<file path="config.mk">
export PLATFORM = sky130hd
export DESIGN_NAME = alu_exec_unit
export DESIGN_NICKNAME = d
export VERILOG_FILES = /design/src/rtl/alu_exec_unit_pkg.sv /design/src/rtl/adder32.sv /design/src/rtl/alu_ctrl_decode.sv /design/src/rtl/alu_exec_unit.sv
export SDC_FILE = /design/constraint.sdc
export NUM_CORES = 1
export LEC_CHECK = 0
export ABC_AREA = 1
export BUFFER_PORTS_ARGS = -buffer_cell sky130_fd_sc_hd__buf_2
export CELL_PAD_IN_SITES_DETAIL_PLACEMENT = 1
export CELL_PAD_IN_SITES_GLOBAL_PLACEMENT = 1
export CORE_MARGIN = 4
export CORE_UTILIZATION = 37
export CTS_CLUSTER_SIZE = 8
export DETAILED_ROUTE_END_ITERATION = 10
export PLACE_DENSITY_LB_ADDON = 0.1
export SLEW_MARGIN = 20
export SYNTH_ARGS = -nofsm -noshare
export SYNTH_HDL_FRONTEND = slang
export SYNTH_SLANG_ARGS = --single-unit
</file>
<file path="constraint.sdc">
create_clock -name clk -period 4.03 [get_ports clk]
set_input_delay 0.403 -clock clk [delete_from_list [all_inputs] [get_ports clk]]
set_output_delay 0.403 -clock clk [all_outputs]
set_load 0.03 [all_outputs]
</file>
<file path="src/rtl/alu_exec_unit_pkg.sv">
// Shared constants for the execute-stage ALU block.
// ALU operation codes (gout), R-type funct codes and I-type opcodes
// recognised by the ALU control decoder.
package alu_exec_unit_pkg;

  // gout encoding
  localparam logic [2:0] ALU_AND = 3'b000;
  localparam logic [2:0] ALU_OR  = 3'b001;
  localparam logic [2:0] ALU_ADD = 3'b010;
  localparam logic [2:0] ALU_SUB = 3'b110;
  localparam logic [2:0] ALU_SLT = 3'b111;
  localparam logic [2:0] ALU_NOR = 3'b100;

  // R-type funct[3:0]
  localparam logic [3:0] FN_ADD = 4'b0000;
  localparam logic [3:0] FN_SUB = 4'b0010;
  localparam logic [3:0] FN_AND = 4'b0100;
  localparam logic [3:0] FN_OR  = 4'b0101;  // also jmnor
  localparam logic [3:0] FN_NOR = 4'b0111;
  localparam logic [3:0] FN_SLT = 4'b1010;

  // I-type logic opcodes
  localparam logic [5:0] OP_ORI  = 6'b001101;
  localparam logic [5:0] OP_ANDI = 6'b001100;
  localparam logic [5:0] OP_SLTI = 6'b001010;

endpackage

</file>
<file path="src/rtl/adder32.sv">
// Plain 32-bit wrap-around adder, used for pc+4 and the branch target.
// Ports: a, b operands; sum = a + b mod 2^32.
module adder32 (
  input  logic [31:0] a,
  input  logic [31:0] b,
  output logic [31:0] sum
);

  assign sum = a + b;

endmodule

</file>
<file path="src/rtl/alu_ctrl_decode.sv">
// ALU control decoder: maps the main-control op class plus funct/opcode
// onto the 3-bit ALU operation.
// Ports: aluop1/aluop0 op class, funct instr[3:0], opcode instr[31:26],
//        gout decoded ALU operation.
module alu_ctrl_decode
  import alu_exec_unit_pkg::*;
(
  input  logic       aluop1,
  input  logic       aluop0,
  input  logic [3:0] funct,
  input  logic [5:0] opcode,
  output logic [2:0] gout
);

  always_comb begin
    gout = ALU_ADD;
    unique case ({aluop1, aluop0})
      2'b00: gout = ALU_ADD;
      2'b01: gout = ALU_SUB;
      2'b10: begin
        case (funct)
          FN_ADD:  gout = ALU_ADD;
          FN_SUB:  gout = ALU_SUB;
          FN_AND:  gout = ALU_AND;
          FN_OR:   gout = ALU_OR;
          FN_NOR:  gout = ALU_NOR;
          FN_SLT:  gout = ALU_SLT;
          default: gout = ALU_ADD;
        endcase
      end
      2'b11: begin
        case (opcode)
          OP_ORI:  gout = ALU_OR;
          OP_ANDI: gout = ALU_AND;
          OP_SLTI: gout = ALU_SLT;
          default: gout = ALU_ADD;
        endcase
      end
      default: gout = ALU_ADD;
    endcase
  end

endmodule

</file>
<file path="src/rtl/alu_exec_unit.sv">
// Execute-stage arithmetic block: ALU control decode, 32-bit ALU with
// zero/overflow/negative flags, pc+4 and branch-target adders, and a
// V/Z/N status register holding the previous cycle's flags.
// Ports: clk, reset (async, active-high); a, b operands; aluop1/aluop0,
//        funct, opcode decode inputs; pc, imm16 for the adders;
//        gout, result, zero, overflow, negative (combinational);
//        v_flag, z_flag, n_flag (registered); pc_plus4, branch_target.
module alu_exec_unit
  import alu_exec_unit_pkg::*;
(
  input  logic        clk,
  input  logic        reset,
  input  logic [31:0] a,
  input  logic [31:0] b,
  input  logic        aluop1,
  input  logic        aluop0,
  input  logic [3:0]  funct,
  input  logic [5:0]  opcode,
  input  logic [31:0] pc,
  input  logic [15:0] imm16,
  output logic [2:0]  gout,
  output logic [31:0] result,
  output logic        zero,
  output logic        overflow,
  output logic        negative,
  output logic        v_flag,
  output logic        z_flag,
  output logic        n_flag,
  output logic [31:0] pc_plus4,
  output logic [31:0] branch_target
);

  alu_ctrl_decode u_dec (
    .aluop1 (aluop1),
    .aluop0 (aluop0),
    .funct  (funct),
    .opcode (opcode),
    .gout   (gout)
  );

  logic [31:0] sum, diff;
  logic        slt;

  assign sum  = a + b;
  assign diff = a - b;
  // Sign-mismatch case decides SLT directly, so it stays right when a-b overflows.
  assign slt  = (a[31] != b[31]) ? a[31] : diff[31];

  always_comb begin
    result   = '0;
    overflow = 1'b0;
    case (gout)
      ALU_AND: result = a & b;
      ALU_OR:  result = a | b;
      ALU_NOR: result = ~(a | b);
      ALU_ADD: begin
        result   = sum;
        overflow = (a[31] == b[31]) && (sum[31] != a[31]);
      end
      ALU_SUB: begin
        result   = diff;
        overflow = (a[31] != b[31]) && (diff[31] != a[31]);
      end
      ALU_SLT: result = {31'd0, slt};
      default: result = '0;
    endcase
  end

  assign zero     = (result == '0);
  assign negative = result[31];

  adder32 u_pc4 (
    .a   (pc),
    .b   (32'd4),
    .sum (pc_plus4)
  );

  adder32 u_br (
    .a   (pc_plus4),
    .b   ({{14{imm16[15]}}, imm16, 2'b00}),
    .sum (branch_target)
  );

  always_ff @(posedge clk or posedge reset) begin
    if (reset) begin
      v_flag <= 1'b0;
      z_flag <= 1'b0;
      n_flag <= 1'b0;
    end else begin
      v_flag <= overflow;
      z_flag <= zero;
      n_flag <= negative;
    end
  end

endmodule

</file>
==> impl_results.md <==
- Syn_nets: between 2000 and 2500
- Die W: 166 um
- Async SR Flop Fraction: 1.00
- # IOs: 231
- I/O Buffers: between 200 and 250
- Register share of total power: 0.015
- Syn Area/Cell: just over 5 sq um
- Level count of the clock H-tree: 1
- Vias in the first global route: 13600
- First-pass DRT Iterations: 5
- Post-Syn Area: around 0.0093 sq mm
- Setup WS post-layout: 150 ps
- Slew @ Worst Pin: 633 ps
- Nets: 2477
- Die ar.: 0.0276 sq mm
- CP Launch Type: input pin
- Crit. Startpoint: pc[2]
- Largest net degree at the start of global routing: 21
- Clock period minus worst slack: 3880 ps
- WL/cell: 18.6 um
- Crit path arrival time: 3480 ps
- CP most frequent cell: a21oi_1
- Slowest CP cell: ha_1
- Max Buffers Root-to-Sink: 2
- Status: finished clean
- HP Class: in2async
- Max_cap viols: 0
- # DRC: 0
- Power per standard cell area: between 150 and 200 mW/mm^2
- Crit Path Class: in2out
- Fin. max-slew vios: 0
- CP Max Fanout: 4
- Top_reg_cell synth: dfrtp_1
- First-pass GRT wire length: 71600 um
- Fin crit share: 0.963
- Share of cells above drive strength 1: 0.243
- Max stage delay on crit path: between 300 and 400 ps
- #FFs+latches synth: 3
- VDD IR max: 0.000159 V
- Final setup fails: 0
- Area leader, netlist: nand2_1
- Clock Sink Count: 3
- Starting density of the core: 0.379
- Final HPWL DP: ~40000 um
- Critical Path, Cell by Cell: buf_6, buf_4, nand3_2, nor2_2, and3_4, and3_1, xnor2_1, inv_1, ha_1, a21oi_1, a21boi_0, nand2_1, a21oi_1, o21ai_0, xor2_1, buf_2
- Crit path capture: branch_target[22]
- Sw Share: 0.618
- Post-synth top area share: 0.225
- Site Rows: 57
- Final hold vios: 0
- Drt total wl: approximately 47000 um
- Most area-consuming cells after synthesis: nand2_1 (22%), ha_1 (18%), inv_1 (15%)
- YS warnings: 0
- CORE AREA: around 0.024 sq mm
- Drt initial violations: 807
- Vias per cell: 5.18
- Syn-to-layout area delta: 38.9%
- CTS tree: yes
- GR Overflow Total: 0
- Global Route Usage Sum: 0.317
- Internal: 0.000945 W
- WP data required: 3630 ps
- WHS: 65.0 ps
- Routability cong.: 0.974
- Clock buffer count from CTS: 3
- Rel. slew slack: 0.577
- Fraction of the yosys area taken by sequential cells: 0.00810
- Logic gate share of total power: 0.920
- Final core occ: 0.526
- EDFF count, synth: 0
- Leak: 7.75 nW
- Initial antenna violation count: 5
- Clock group share of total power: 0.066
- RSZ-0062 raised after global routing: yes
- Post-DRT Antenna Nets: 0
- Highest Clock Rate: between 200 and 300 MHz
- Netlist cell types: 47
- Vias: around 13000
- Clk slew on worst S/H paths: approximately 30 ps
- Critical Path Sink Type: output pin
- Dpl ws: -354 ps
- Die H: 166 um
- Net Switching: 0.00153 W
- CTS Root Cell: clkbuf_16
- Cells after synthesis: 1813
- Hold buffers post-CTS: 0
sequential cells by signal, summed over array words and instances, names as in the netlist:
register and flops:
n_flag 1, v_flag 1, z_flag 1
how the worst min path moves through the flow:
stage | from | end | slack [ps] | depth (start not counted)
final | reset | n_flag | 60 | 2
after global routing | reset | n_flag | 70 | 2
after CTS | reset | v_flag | 70 | 2
after detailed placement | reset | z_flag | 300 | 2
after global placement | reset | z_flag | 300 | 2
after floorplan | reset | n_flag | 160 | 1
final cells by class:
class / count / area, sq um
antenna: 2 / 5.00
clock buffer: 4 / 78.8
fill: 3707 / 11600
inverter: 366 / 1370
multi-input combinational: 1403 / 8120
sequential: 3 / 75.1
tap: 324 / 405
timing repair buffer: 439 / 2820
cell families after synthesis:
group / share of synthesized area
DFF: 0.00810
adders and majority gates: 0.186
AOI/OAI and AO/OA: 0.0868
xor gates and xnor gates: 0.0720
and+or+nand+nor: 0.477
buffers and inverters: 0.170
per-layer routing:
layer | wire length (um) | part of all wire | GRT usage | vias up
met5 | 34 | 0.00072 | 0 | -
met4 | 2190 | 0.046 | 0.129 | 6
met3 | 2920 | 0.062 | 0.0405 | 110
met2 | 22700 | 0.48 | 0.562 | 439
met1 | 19300 | 0.41 | 0.387 | 6231
li1 | - | - | - | 6383
power by group through the flow:
| stage | Combinational, W | Sequential, W | Clock [W] |
|---|---|---|---|
| 2_1_floorplan | 0.00128 | 0.0000425 | 0 |
| 3_3_place_gp | 0.00210 | 0.0000367 | 0 |
| 3_5_place_dp | 0.00216 | 0.0000363 | 0 |
| 4_1_cts | 0.00219 | 0.0000359 | 0.000161 |
| 5_1_grt | 0.00246 | 0.0000362 | 0.000166 |
| 6_report | 0.00227 | 0.0000361 | 0.000162 |
synthesized netlist by cell type (4+ instances only):
library cell  instances
nor2_2                5
a21o_1                7
o21ai_0              38
xor2_1               51
o21bai_1              9
ha_1                131
clkbuf_1             10
a21oi_1              69
fa_1                  4
o22ai_1               6
and2_1                7
buf_4                 5
nand4_1              36
inv_1               362
nor2_1              234
xnor2_1              20
nor3_1               15
nand3b_1              4
nor4_1                7
nand3_1             160
or2_2                11
buf_2                25
nand2_1             555
and3_1                5
stage by stage:
stage	std cells	power (W)	cell area (sq um)	TNS (ps)
2_1_floorplan	1813	0.00132	9340	-47.3
3_3_place_gp	2524	0.00214	12200	-1050
3_5_place_dp	2524	0.00219	12200	-2520
4_1_cts	2532	0.00238	12500	0
5_1_grt	2541	0.00266	12900	-102
6_report	2541	0.00247	12900	0
cells in the final DEF, fill, tap and decap left out, drive strengths merged, types with 5 or more instances in the layout:
cell    count
a21o        7
a21oi      69
and2        7
and3        6
buf       438
clkbuf      5
ha        131
inv       365
nand2     558
nand3     162
nand4      38
nor2      239
nor3       16
nor4        7
o21ai      42
o21bai      9
o22ai       6
or2        15
xnor2      20
xor2       51
worst max-delay path, delay by kind of cell:
kind,cells,cell delay (ps)
AOI/OAI and AO/OA,4,1030
xor gates and xnor gates,2,370
adders and majority gates,1,350
buffers and inverters,4,500
and+or+nand+nor,5,810
timing repair:
| item | CTS | global route |
|---|---|---|
| gates cloned | 0 | 0 |
| setup endpoints to repair | 14 | 17 |
| endpoints found under the hold margin | 0 | 0 |
| buffers inserted | 4 | 7 |
| pin swaps | 6 | 36 |
| gates resized for setup | 32 | 70 |
No activity file was read; power rests on OpenSTA's default activity.
